==> src/rtl/systolic_seq_ctrl_pkg.sv <==
// systolic_pkg: shared defaults and FSM encoding for the systolic lane sequencer.
// Consumed by systolic_seq_ctrl; the SEQ_SLOT_PAD_EN build uses the S_PAD state.
package systolic_pkg;

    localparam int WORDLENGTH_DEF   = 16;
    localparam int NUM_WORDS_DEF    = 8;
    localparam int IDX_W_DEF        = 3;
    localparam int MULT_TIMEOUT_DEF = 40;
    localparam int TMR_W            = 8;

    typedef enum logic [2:0] {
        S_IDLE    = 3'd0,
        S_START   = 3'd1,
        S_WAIT_HI = 3'd2,
        S_WAIT_LO = 3'd3,
        S_ACC     = 3'd4,
        S_PAD     = 3'd5,
        S_ERR     = 3'd6
    } seq_state_e;

endpackage

==> src/rtl/systolic_seq_ctrl_seq_slot_timer.sv <==
// seq_slot_timer: loadable up-counter with clear, enable and equality compare.
// Used for the multiplier timeout and, with SEQ_SLOT_PAD_EN, the slot padding.
module seq_slot_timer #(
    parameter int W = 8
) (
    input  logic         clk30x,
    input  logic         reset,
    input  logic         i_clear,
    input  logic         i_load,
    input  logic [W-1:0] i_loadVal,
    input  logic         i_en,
    input  logic [W-1:0] i_cmpVal,
    output logic [W-1:0] o_count,
    output logic         o_eq
);

    logic [W-1:0] r_count;

    always_ff @(posedge clk30x) begin
        if (reset || i_clear) begin
            r_count <= '0;
        end else if (i_load) begin
            r_count <= i_loadVal;
        end else if (i_en) begin
            r_count <= r_count + 1'b1;
        end
    end

    assign o_count = r_count;
    assign o_eq    = (r_count == i_cmpVal);

endmodule

==> src/rtl/systolic_seq_ctrl.sv <==
// systolic_seq_ctrl: busy-handshake sequencer for one systolic PE lane.
// Define SEQ_SLOT_PAD_EN to pad each word slot to at least timing+1 cycles.
module systolic_seq_ctrl
    import systolic_pkg::*;
#(
    parameter int WORDLENGTH   = WORDLENGTH_DEF,
    parameter int NUM_WORDS    = NUM_WORDS_DEF,
    parameter int IDX_W        = IDX_W_DEF,
    parameter int MULT_TIMEOUT = MULT_TIMEOUT_DEF
) (
    input  logic                  clk30x,
    input  logic                  reset,
    input  logic                  in_valid,
    input  logic [WORDLENGTH-1:0] in_word,
    output logic                  in_ready,
    input  logic [IDX_W-1:0]      start_index,
    input  logic [31:0]           timing,
    output logic [WORDLENGTH-1:0] mult_a,
    output logic                  start_mult,
    input  logic                  mult_busy,
    output logic [IDX_W-1:0]      word_index,
    output logic [IDX_W-1:0]      coeff_sel,
    output logic                  first_word,
    output logic                  acc_en,
    output logic                  frame_done,
    output logic                  timeout_err
);

    seq_state_e             r_state;
    seq_state_e             w_nextState;
    logic [IDX_W-1:0]       r_wordCount;
    logic [IDX_W-1:0]       r_wordIndex;
    logic [WORDLENGTH-1:0]  r_multA;
    logic                   w_accept;
    logic                   w_waiting;
    logic                   w_tmoHit;
    logic [TMR_W-1:0]       w_unusedTmoCount;

    assign w_accept  = (r_state == S_IDLE) && in_valid;
    assign w_waiting = (r_state == S_WAIT_HI) || (r_state == S_WAIT_LO);

    // Timer restarts in START so it counts only the cycles spent waiting on busy.
    seq_slot_timer #(.W(TMR_W)) u_tmoTimer (
        .clk30x    (clk30x),
        .reset     (reset),
        .i_clear   (r_state == S_START),
        .i_load    (1'b0),
        .i_loadVal ('0),
        .i_en      (w_waiting),
        .i_cmpVal  (TMR_W'(MULT_TIMEOUT)),
        .o_count   (w_unusedTmoCount),
        .o_eq      (w_tmoHit)
    );

`ifdef SEQ_SLOT_PAD_EN
    logic [31:0] w_slotCount;
    logic        w_slotDone;
    logic        w_unusedSlotEq;

    // Loaded with 1 on acceptance so the count equals cycles elapsed since the accept.
    seq_slot_timer #(.W(32)) u_slotTimer (
        .clk30x    (clk30x),
        .reset     (reset),
        .i_clear   (1'b0),
        .i_load    (w_accept),
        .i_loadVal (32'd1),
        .i_en      (w_slotCount != '1),
        .i_cmpVal  (timing),
        .o_count   (w_slotCount),
        .o_eq      (w_unusedSlotEq)
    );

    assign w_slotDone = (w_slotCount >= timing);
`else
    logic w_unusedTiming;
    assign w_unusedTiming = ^timing;
`endif

    always_ff @(posedge clk30x) begin
        if (reset) begin
            r_state <= S_IDLE;
        end else begin
            r_state <= w_nextState;
        end
    end

    always_comb begin
        w_nextState = r_state;
        case (r_state)
            S_IDLE:    if (in_valid) w_nextState = S_START;
            S_START:   w_nextState = S_WAIT_HI;
            S_WAIT_HI: begin
                if (w_tmoHit)       w_nextState = S_ERR;
                else if (mult_busy) w_nextState = S_WAIT_LO;
            end
            S_WAIT_LO: begin
                if (w_tmoHit)        w_nextState = S_ERR;
                else if (!mult_busy) w_nextState = S_ACC;
            end
`ifdef SEQ_SLOT_PAD_EN
            S_ACC:     w_nextState = S_PAD;
            S_PAD:     if (w_slotDone) w_nextState = S_IDLE;
`else
            S_ACC:     w_nextState = S_IDLE;
            S_PAD:     w_nextState = S_IDLE;
`endif
            S_ERR:     w_nextState = S_ERR;
            default:   w_nextState = S_IDLE;
        endcase
    end

    always_comb begin
        in_ready    = 1'b0;
        start_mult  = 1'b0;
        acc_en      = 1'b0;
        frame_done  = 1'b0;
        timeout_err = 1'b0;
        case (r_state)
            S_IDLE:  in_ready = !reset;
            S_START: start_mult = 1'b1;
            S_ACC: begin
                acc_en     = 1'b1;
                frame_done = (r_wordCount == IDX_W'(NUM_WORDS - 1));
            end
            S_ERR:   timeout_err = 1'b1;
            default: ;
        endcase
    end

    // word_index tracks start_q + word_count; start_index is only taken at frame start.
    always_ff @(posedge clk30x) begin
        if (reset) begin
            r_wordCount <= '0;
            r_wordIndex <= '0;
            r_multA     <= '0;
        end else begin
            if (w_accept) begin
                r_multA <= in_word;
                if (r_wordCount == '0) begin
                    r_wordIndex <= start_index;
                end
            end
            if (r_state == S_ACC) begin
                r_wordCount <= r_wordCount + 1'b1;
                r_wordIndex <= r_wordIndex + 1'b1;
            end
        end
    end

    assign mult_a     = r_multA;
    assign word_index = r_wordIndex;
    assign coeff_sel  = r_wordCount;
    assign first_word = (r_wordCount == '0);

endmodule

==> config.mk <==
export PLATFORM = sky130hd
export DESIGN_NAME = systolic_seq_ctrl
export DESIGN_NICKNAME = d
export VERILOG_FILES = /design/src/rtl/systolic_seq_ctrl_pkg.sv /design/src/rtl/systolic_seq_ctrl_seq_slot_timer.sv /design/src/rtl/systolic_seq_ctrl.sv
export SDC_FILE = /design/constraint.sdc
export NUM_CORES = 1
export LEC_CHECK = 0
export BUFFER_PORTS_ARGS = -buffer_cell sky130_fd_sc_hd__buf_2
export CAP_MARGIN = 20
export CORE_MARGIN = 3
export CORE_UTILIZATION = 41
export CTS_CLUSTER_SIZE = 28
export DETAILED_ROUTE_END_ITERATION = 16
export PLACE_DENSITY = 0.76
export SLEW_MARGIN = 20
export SYNTH_ARGS = -nofsm -noshare
export SYNTH_HDL_FRONTEND = slang
export SYNTH_HIERARCHICAL = 1
export SYNTH_SLANG_ARGS = --single-unit
==> constraint.sdc <==
create_clock -name clk30x -period 1.74 [get_ports clk30x]
set_input_delay 0.174 -clock clk30x [delete_from_list [all_inputs] [get_ports clk30x]]
set_output_delay 0.174 -clock clk30x [all_outputs]
set_load 0.05 [all_outputs]
==> metrics.md, run 1 <==
| Metric | Value |
|---|---|
| Status | finished, final reports clean |
| Fraction of final layout cells sized beyond drive strength 1 | 0.300 |
| Die Span Y | approximately 70 um |
| Antenna violations before repair | 0 |
| Vias in the first global route | 1389 |
| Final Max Slew Viols | 0 |
| Synthesized cell area | roughly 1700 um^2 |
| Remaining antenna violation count | 0 |
| Clk_lat worst skew | approximately 0.28 ns |
| Final clock period utilization by the worst path | 0.914 |
| CTS tree | built |
| DRC viols | 0 |
| NumNets Final | 329 |
| Total of max-cap violations | 0 |
| Row cnt | 22 |
| Clock root cell | clkbuf_8 |
| Lkg Pwr | ~0.96 nW |
| CP Buf/Inv Count | 1 |
| Pwr dens | 863 nW/um^2 |
| Total length of routed wires | 3630 um |
| Post-synth cell types | 41 |
| Largest fanout on the critical path | 9 |
| Core ar. | 3800 um^2 |
| Number of synthesized register bits | 33 |
| First-pass GRT wire length | around 6000 um |
| GRT met1 Usage | 0.193 |
| Hold Crit Class | in2reg |
| Reg-to-Reg End | word_index[1] |
| Worst endpoint required time | about 1.6 ns |
| Crit path arrival time | 1.42 ns |
| First drt pass iteration count | 4 |
| Clock sink total | 33 |
| Syn. warnings | 6 |
| VDD IR max | 0.446 mV |
| Crit end category | output pin |
| Syn avg cell area | 8.54 um^2 |
| Worst r2r src | coeff_sel[0] |
| DP HPWL | 2710 um |
| Max incr delay on CP | 0.47 ns |
| DRT iter0 DRCs | 63 |
| Worst Hold Depth | 3 |
| Commonest cells after routing, fill and taps aside | buf_2, nand2_1, dfxtp_1, a21oi_1, conb_1 |
| Postcts setup bufs | 0 |
| FF-to-FF path depth | 5 |
| H-tree Lvls | 2 |
| Minimum clock period | 1.59 ns |
| Antenna cells | 0 |
| Fin Setup TNS | 0 ns |
| Routability Congestion | a little under 0.8 |
| Via count | between 1500 and 2000 |
| GRT overflow | 0 |
| R2R setup slack | between 0.2 and 0.25 ns |
| Dominant cell type by area after synthesis | dfxtp_1 |
| Largest net degree at the start of global routing | 28 |
| Sequential cell area fraction in the yosys report | 0.397 |
| TritonCTS buffer count | 5 |
| Worst hold start | in_word[0] |
| Die extent in x | between 60 and 70 um |
| Final setup violation count | 0 |
| Global Route met3 Usage | 0.0449 |
| WS Path Type | reg2out |
| GR Util All Layers | 0.151 |
| Fmax | 629 MHz |
| Vias per std cell | 4.75 |
| Critical path, cell by cell | nor3b_4, and2_4, buf_2 |
| Layout fillers | between 300 and 400 |
| Largest cells by area after synthesis | dfxtp_1, nand2_1, a21oi_1 |
| Top cell type's share of synthesized area | 0.397 |
| Worst Skew | 0.00403 ns |
| Grt met2 use | 0.240 |
| Crit path launch type | register |
| Wirelength per Cell | approximately 11 um |
| Leading cell type in the layout, fill and taps excluded | buf_2 |
| Async SR Flop Fraction | 0 |
| Hold Violations, Final | 0 |
| CTS Buffer Depth | 2 |
| Top Usage Layer GRT | met2 |
| Ports | 83 |
| Layout overhead on the synthesized area | 30.4% |
| Post-layout util | 0.572 |
| IO Port Bufs | 50 |
| Largest delay contributor family on the critical path | flip-flops |
| Die area | 4860 um^2 |
| Hold buffer count at cts | 0 |
| Clk slew on worst S/H paths | ~0.070 ns |
| Post-synth EDFFs | 0 |
| Post-synth top flop | dfxtp_1 |
| RSZ-0062 raised after global routing | no |
| Crit path max-delay cell type | dfxtp_2 |
| WHS Endpoint | mult_a[0] |
| Syn Inst Count | 195 |
| Initial Util | 0.438 |
==> timing repair <==
action	4_1_cts	5_1_grt
resized for setup	1	1
setup endpoints to repair	1	1
pin swaps	0	0
==> per-layer routing <==
metal / share of wire / up-vias / routed length (um)
li1: - / 809 / -
met1: 0.48 / 656 / 1750
met2: 0.44 / 39 / 1600
met3: 0.062 / 5 / 226
met4: 0.013 / 0 / 48
met5: 0 / - / 0
==> cell usage after synthesis (3+ instances only) <==
master and count:
clkbuf_1 4, nand4_1 5, dfxtp_1 33, a31oi_1 4, ha_1 5, nor3b_1 3
xnor2_1 10, inv_1 5, o21ai_0 7, nor2b_1 3, nand3_1 5, xor2_1 3
nor2_1 8, buf_2 4, a21oi_1 20, nand2_1 38, mux2i_1 4
==> how the worst max path moves through the flow <==
stage | from | end | slack, ns | cells past startpoint
CTS | r_state[0] | start_mult | 0.03 | 3
floorplan | r_state[2] | in_ready | 0.02 | 2
global placement | r_state[2] | u_tmoTimer/o_count[7] | 0.18 | 4
detailed placement | r_state[2] | u_tmoTimer/o_count[7] | 0.15 | 4
finish | r_state[2] | frame_done | 0.15 | 3
global route | r_state[2] | frame_done | 0.07 | 3
==> layout make-up <==
class / instances / area (um^2) / share of cell area
Tap cell: 48 / 60.1 / 0.0276
Multi-Input combinational cell: 164 / 1020 / 0.468
Timing Repair Buffer: 60 / 325 / 0.150
Clock inverter: 3 / 17.5 / 0.00806
Sequential cell: 33 / 666 / 0.306
Clock buffer: 5 / 68.8 / 0.0317
Inverter: 5 / 18.8 / 0.00864
==> tightest hold or removal path: stages <==
cell and delay, ns:
buf_2 0.10, nand2_1 0.04, a21oi_1 0.05
==> logic make-up (layout without fill, tap and decap cells) <==
family,Yosys count,in the layout,synth area share
flip-flops,33,33,0.397
XOR/XNOR,13,13,0.0684
AND/OR/NAND/NOR,80,80,0.270
buffers and inverters,16,73,0.0458
other,2,20,0.00451
multiplexers,4,4,0.0240
adder cells (fa/ha/maj),5,5,0.0376
AO/OA/AOI/OAI,42,42,0.153
==> state kept, by name, indices dropped and copies added (netlist names) <==
register            count
r_state                 3
u_tmoTimer/o_count      8
mult_a                 16
word_index              3
coeff_sel               3
==> metrics by stage <==
step                power [mW]  hold slack, ns  cells  setup slack [ns]  area (um^2)
global route              1.98           0.128    318            0.0676         2170
detailed placement        1.34           0.423    310             0.148         2080
global placement          1.33           0.419    310             0.178         2080
CTS                       1.90           0.121    318            0.0258         2170
finish                    1.87           0.127    318             0.150         2170
floorplan                 1.22           0.257    213            0.0206         1760
==> power breakdown <==
group	total, mW	leakage [nW]	internal, mW	switching, mW
logic	0.463	0.648	0.161	0.302
registers	0.862	0.273	0.811	0.0510
clock network	0.549	0.0439	0.275	0.273
(Power assumes the default switching activity.)
==> run 2: changes to the inputs <==
- PLACE_DENSITY: 0.76 -> 0.73
==> metrics.md, run 2 (synthesis results as in run 1) <==
| Metric | Value |
|---|---|
| Status | finished, final reports clean |
| DRC viols | 0 |
| Fmax | 630 MHz |
| Reg-to-Reg End | word_index[1] |
| Antenna cells | 0 |
| IO Port Bufs | 50 |
| Clk slew on worst S/H paths | 0.07 ns |
| Worst hold start | in_word[6] |
| FF-to-FF path depth | 5 |
| Gate power share | 0.211 |
| R2R setup slack | 0.22 ns |
| Largest delay contributor family on the critical path | flip-flops |
| Die area | just under 5000 um^2 |
| Largest net degree at the start of global routing | 28 |
| Antenna violations before repair | 0 |
| Internal Power | 1.54 mW |
| Hold Crit Class | in2reg |
| GRT overflow | 0 |
| Layout overhead on the synthesized area | 33.3% |
| Final clock period utilization by the worst path | 0.912 |
| CP Buf/Inv Count | 1 |
| Clock root cell | clkbuf_8 |
| Wirelength per Cell | approximately 11 um |
| NetSw | 0.635 mW |
| NumNets Final | 329 |
| Final Max Slew Viols | 0 |
| Final setup violation count | 0 |
| GR Util All Layers | 0.143 |
| Ports | 83 |
| Worst Skew | about 0.0050 ns |
| Hold Violations, Final | 0 |
| Crit path launch type | register |
| Lkg Pwr | 0.989 nW |
| Fin Setup TNS | 0 ns |
| DRT iter0 DRCs | 62 |
| Clk_lat worst skew | ~0.28 ns |
| Layout fillers | 369 |
| TritonCTS buffer count | 5 |
| Crit path max-delay cell type | dfxtp_2 |
| Fraction of final layout cells sized beyond drive strength 1 | 0.300 |
| Minimum clock period | ~1.6 ns |
| Initial Util | 0.438 |
| Largest fanout on the critical path | 9 |
| Worst endpoint required time | 1.57 ns |
| Post-layout util | 0.584 |
| CTS Buffer Depth | 2 |
| Worst r2r src | coeff_sel[0] |
| Worst Hold Depth | 3 |
| Fin Hold WS | 0.124 ns |
| Hold buffer count at cts | 0 |
| Row cnt | 22 |
| Commonest cells after routing, fill and taps aside | buf_2, nand2_1, dfxtp_1, a21oi_1, conb_1 |
| Crit end category | output pin |
| Max reg flops | 16 |
| H-tree Lvls | 2 |
| DP HPWL | around 2500 um |
| Remaining antenna violation count | 0 |
| First drt pass iteration count | 4 |
| Routability Congestion | about 0.8 |
| Switch share | 0.292 |
| Final non-filler cell total | about 320 |
| Max incr delay on CP | 0.46 ns |
| Vias in the first global route | 1286 |
| Flop pwr share | 0.396 |
| Total of max-cap violations | 0 |
| Die Span Y | 69.7 um |
| Clk pwr share | 0.393 |
| Leading cell type in the layout, fill and taps excluded | buf_2 |
| VDD IR max | ~0.69 mV |
| Pwr dens | 980 nW/um^2 |
| Placed insts | 310 |
| First-pass GRT wire length | 5750 um |
| Via count | 1488 |
| Crit path arrival time | 1.41 ns |
| Critical path, cell by cell | nor3b_4, and2_4, buf_2 |
| WHS Endpoint | mult_a[6] |
| Vias per std cell | 4.68 |
| RSZ-0062 raised after global routing | no |
| Die extent in x | 69.7 um |
| Clock sink total | 33 |
| WS Path Type | reg2out |
| Total length of routed wires | 3460 um |
| Core ar. | 3800 um^2 |
| CTS tree | built |
run 2: cell types whose count changed in the layout (fill, tap and decap cells not counted):
cell        previous run  this run
bufinv_16              0         2
clkinv_2               2         1
clkinvlp_4             1         0
run 2: per-layer routing:
metal,share of wire,track usage,wire (um),vias to the layer above
met2,0.42,0.218,1450,46
met5,0,0,0,-
li1,-,-,-,804
met1,0.50,0.196,1720,634
met4,0.010,0.0447,36,0
met3,0.073,0.0406,252,4
run 2: power by group through the flow:
stage               clock, mW  sequential [mW]  combinational, mW
global placement            0            0.875              0.457
finish                  0.855            0.861              0.460
CTS                     0.866            0.861              0.463
floorplan                   0            0.988              0.235
global route            0.893            0.869              0.503
detailed placement          0            0.878              0.461
run 2: stage by stage:
step                cell area, um^2  total power, mW  setup WS (ns)
finish                         2220             2.18          0.154
global route                   2220             2.27         0.0330
CTS                            2220             2.19         0.0400
detailed placement             2080             1.34          0.130
global placement               2080             1.33          0.174
floorplan                      1760             1.22         0.0206
run 2: cell type report:
type	count	area, um^2	area share
clock buffers	5	68.8	0.0310
well taps	48	60.1	0.0271
flip-flops and latches	33	666	0.300
multi-input cells	164	1020	0.458
clock inverters	3	65.1	0.0293
inverters	5	18.8	0.00846
repair buffers	60	325	0.147
run 2: worst max-delay path by stage:
stage | startpoint | endpoint | slack [ns] | depth (start not counted)
3_3_place_gp | r_state[2] | u_tmoTimer/o_count[7] | 0.17 | 4
3_5_place_dp | r_state[2] | u_tmoTimer/o_count[2] | 0.13 | 5
5_1_grt | r_state[2] | u_tmoTimer/o_count[2] | 0.03 | 5
4_1_cts | r_state[0] | start_mult | 0.04 | 3
6_report | r_state[2] | frame_done | 0.15 | 3
2_1_floorplan | r_state[2] | in_ready | 0.02 | 2
run 2: worst register-to-register path, stage by stage, from the launching register on:
cell and delay [ns]:
dfxtp_2 0.36, inv_1 0.05, ha_1 0.19, and3b_1 0.24, or3b_2 0.46, a41oi_1 0.16
run 2: timing repair:
action / CTS / global route
resized for setup: 1 / 1
endpoints found under the setup margin: 1 / 1
setup buffers: 0 / 0
==> run 3: changes to the inputs <==
- CELL_PAD_IN_SITES_DETAIL_PLACEMENT: not set -> 0
- CELL_PAD_IN_SITES_GLOBAL_PLACEMENT: not set -> 1
- CORE_UTILIZATION: 41 -> 29
==> metrics.md, run 3 (synthesis results as in run 1) <==
| Metric | Value |
|---|---|
| Layout overhead on the synthesized area | 32.6% |
| Placed insts | 333 |
| Commonest cells after routing, fill and taps aside | buf_2, nand2_1, dfxtp_1, a21oi_1, conb_1 |
| Clk_lat worst skew | around 0.29 ns |
| First-pass GRT wire length | 6180 um |
| DRC viols | 0 |
| Hold Crit Class | in2reg |
| TritonCTS buffer count | 5 |
| Die extent in x | 81.8 um |
| Clock root cell | clkbuf_8 |
| Hold buffer count at cts | 0 |
| Vias in the first global route | 1326 |
| H-tree Lvls | 2 |
| Worst Skew | 0.00615 ns |
| Max incr delay on CP | 0.37 ns |
| Final non-filler cell total | 341 |
| Critical path, cell by cell | buf_4, nor3b_4, buf_4, buf_2 |
| Initial Util | 0.312 |
| DRT iter0 DRCs | 29 |
| Worst path most repeated cell | buf_4 |
| Crit end category | output pin |
| Fraction of final layout cells sized beyond drive strength 1 | 0.303 |
| Ports | 83 |
| DP HPWL | around 2800 um |
| Max reg flops | 16 |
| Antenna violations before repair | 0 |
| Vias per std cell | 4.42 |
| Final Max Slew Viols | 0 |
| Worst endpoint required time | between 1.5 and 2 ns |
| CTS tree | built |
| Wirelength per Cell | around 11 um |
| Largest delay contributor family on the critical path | buffers and inverters |
| CTS Buffer Depth | 2 |
| Via count | 1506 |
| Largest fanout on the critical path | 6 |
| Total length of routed wires | 3880 um |
| Cell Area, Placed | 2120 um^2 |
| GR Util All Layers | 0.122 |
| Pwr dens | 860 nW/um^2 |
| Routability Congestion | just over 0.7 |
| Largest net degree at the start of global routing | 26 |
| Crit path launch type | register |
| WS Path Type | reg2out |
| Status | finished, final reports clean |
| Lkg Pwr | a little under 1 nW |
| Minimum clock period | 1.65 ns |
| CP Launch Point | r_state[1] |
| Core ar. | 5340 um^2 |
| Clock sink total | 33 |
| Crit path arrival time | around 1.5 ns |
| Layout fillers | 581 |
| CP Buf/Inv Count | 3 |
| RSZ-0062 raised after global routing | no |
| Worst r2r src | r_state[1] |
| NumNets Final | 330 |
| Die area | 6690 um^2 |
| Remaining antenna violation count | 0 |
| Final instance area | 2210 um^2 |
| Total of max-cap violations | 0 |
| Crit path max-delay cell type | dfxtp_1 |
| GRT overflow | 0 |
| Final clock period utilization by the worst path | 0.950 |
| Antenna cells | 0 |
| Fmax | between 600 and 700 MHz |
| Final setup violation count | 0 |
| Hold Violations, Final | 0 |
| Fin Setup TNS | 0 ns |
| First drt pass iteration count | 4 |
| Fin Hold WS | 0.122 ns |
| Row cnt | 26 |
| Worst hold start | in_word[2] |
| Leading cell type in the layout, fill and taps excluded | buf_2 |
| IO Port Bufs | 50 |
| Clk slew on worst S/H paths | 0.07 ns |
| VDD IR max | between 0.5 and 0.6 mV |
| Post-layout util | 0.414 |
| Die Span Y | just over 80 um |
[run 3: power breakdown]
group	internal [mW]	switching, mW	total (mW)
clock network	0.276	0.297	0.573
logic	0.164	0.301	0.465
registers	0.811	0.0504	0.861
total	1.25	0.649	1.90
[run 3: final cells by class]
cell class,count,area (um^2),share of cell area
Multi-Input combinational cell,164,1020,0.461
Sequential cell,33,666,0.301
Timing Repair Buffer,61,333,0.151
Tap cell,70,87.6,0.0397
Clock buffer,5,68.8,0.0312
Inverter,5,18.8,0.00850
Clock inverter,3,17.5,0.00793
[run 3: final timing paths]
path                            to  slack [ns]  depth (start not counted)
min                      mult_a[2]        0.12                          3
max reg2reg  u_tmoTimer/o_count[7]        0.17                          5
max                     start_mult        0.09                          4
min reg2reg             mult_a[11]        0.45                          2
[run 3: worst register-to-register path, stage by stage (launching register included)]
cell and delay [ns]:
dfxtp_1 0.43, buf_4 0.18, nor3b_4 0.05, nor4b_4 0.26
or4b_1 0.47, o311ai_1 0.08
[run 3: timing repair]
item,4_1_cts,5_1_grt
setup buffers,0,0
endpoints found under the setup margin,0,3
gates resized for setup,0,3
hold endpoints to repair,0,0
[run 3: per-stage QoR]
| stage | total power, mW | setup WS, ns |
|---|---|---|
| after floorplan | 1.22 | 0.0206 |
| after global placement | 1.34 | 0.215 |
| after detailed placement | 1.35 | 0.206 |
| after CTS | 1.93 | 0.0145 |
| after global routing | 2.01 | 0.00484 |
| final | 1.90 | 0.0874 |
[run 3: routing by layer]
| metal | GRT usage | share of wire | up-vias |
|---|---|---|---|
| li1 | - | - | 806 |
| met2 | 0.191 | 0.43 | 38 |
| met3 | 0.0395 | 0.073 | 6 |
| met1 | 0.154 | 0.48 | 656 |
| met4 | 0.0498 | 0.016 | 0 |
| met5 | 0 | 0 | - |
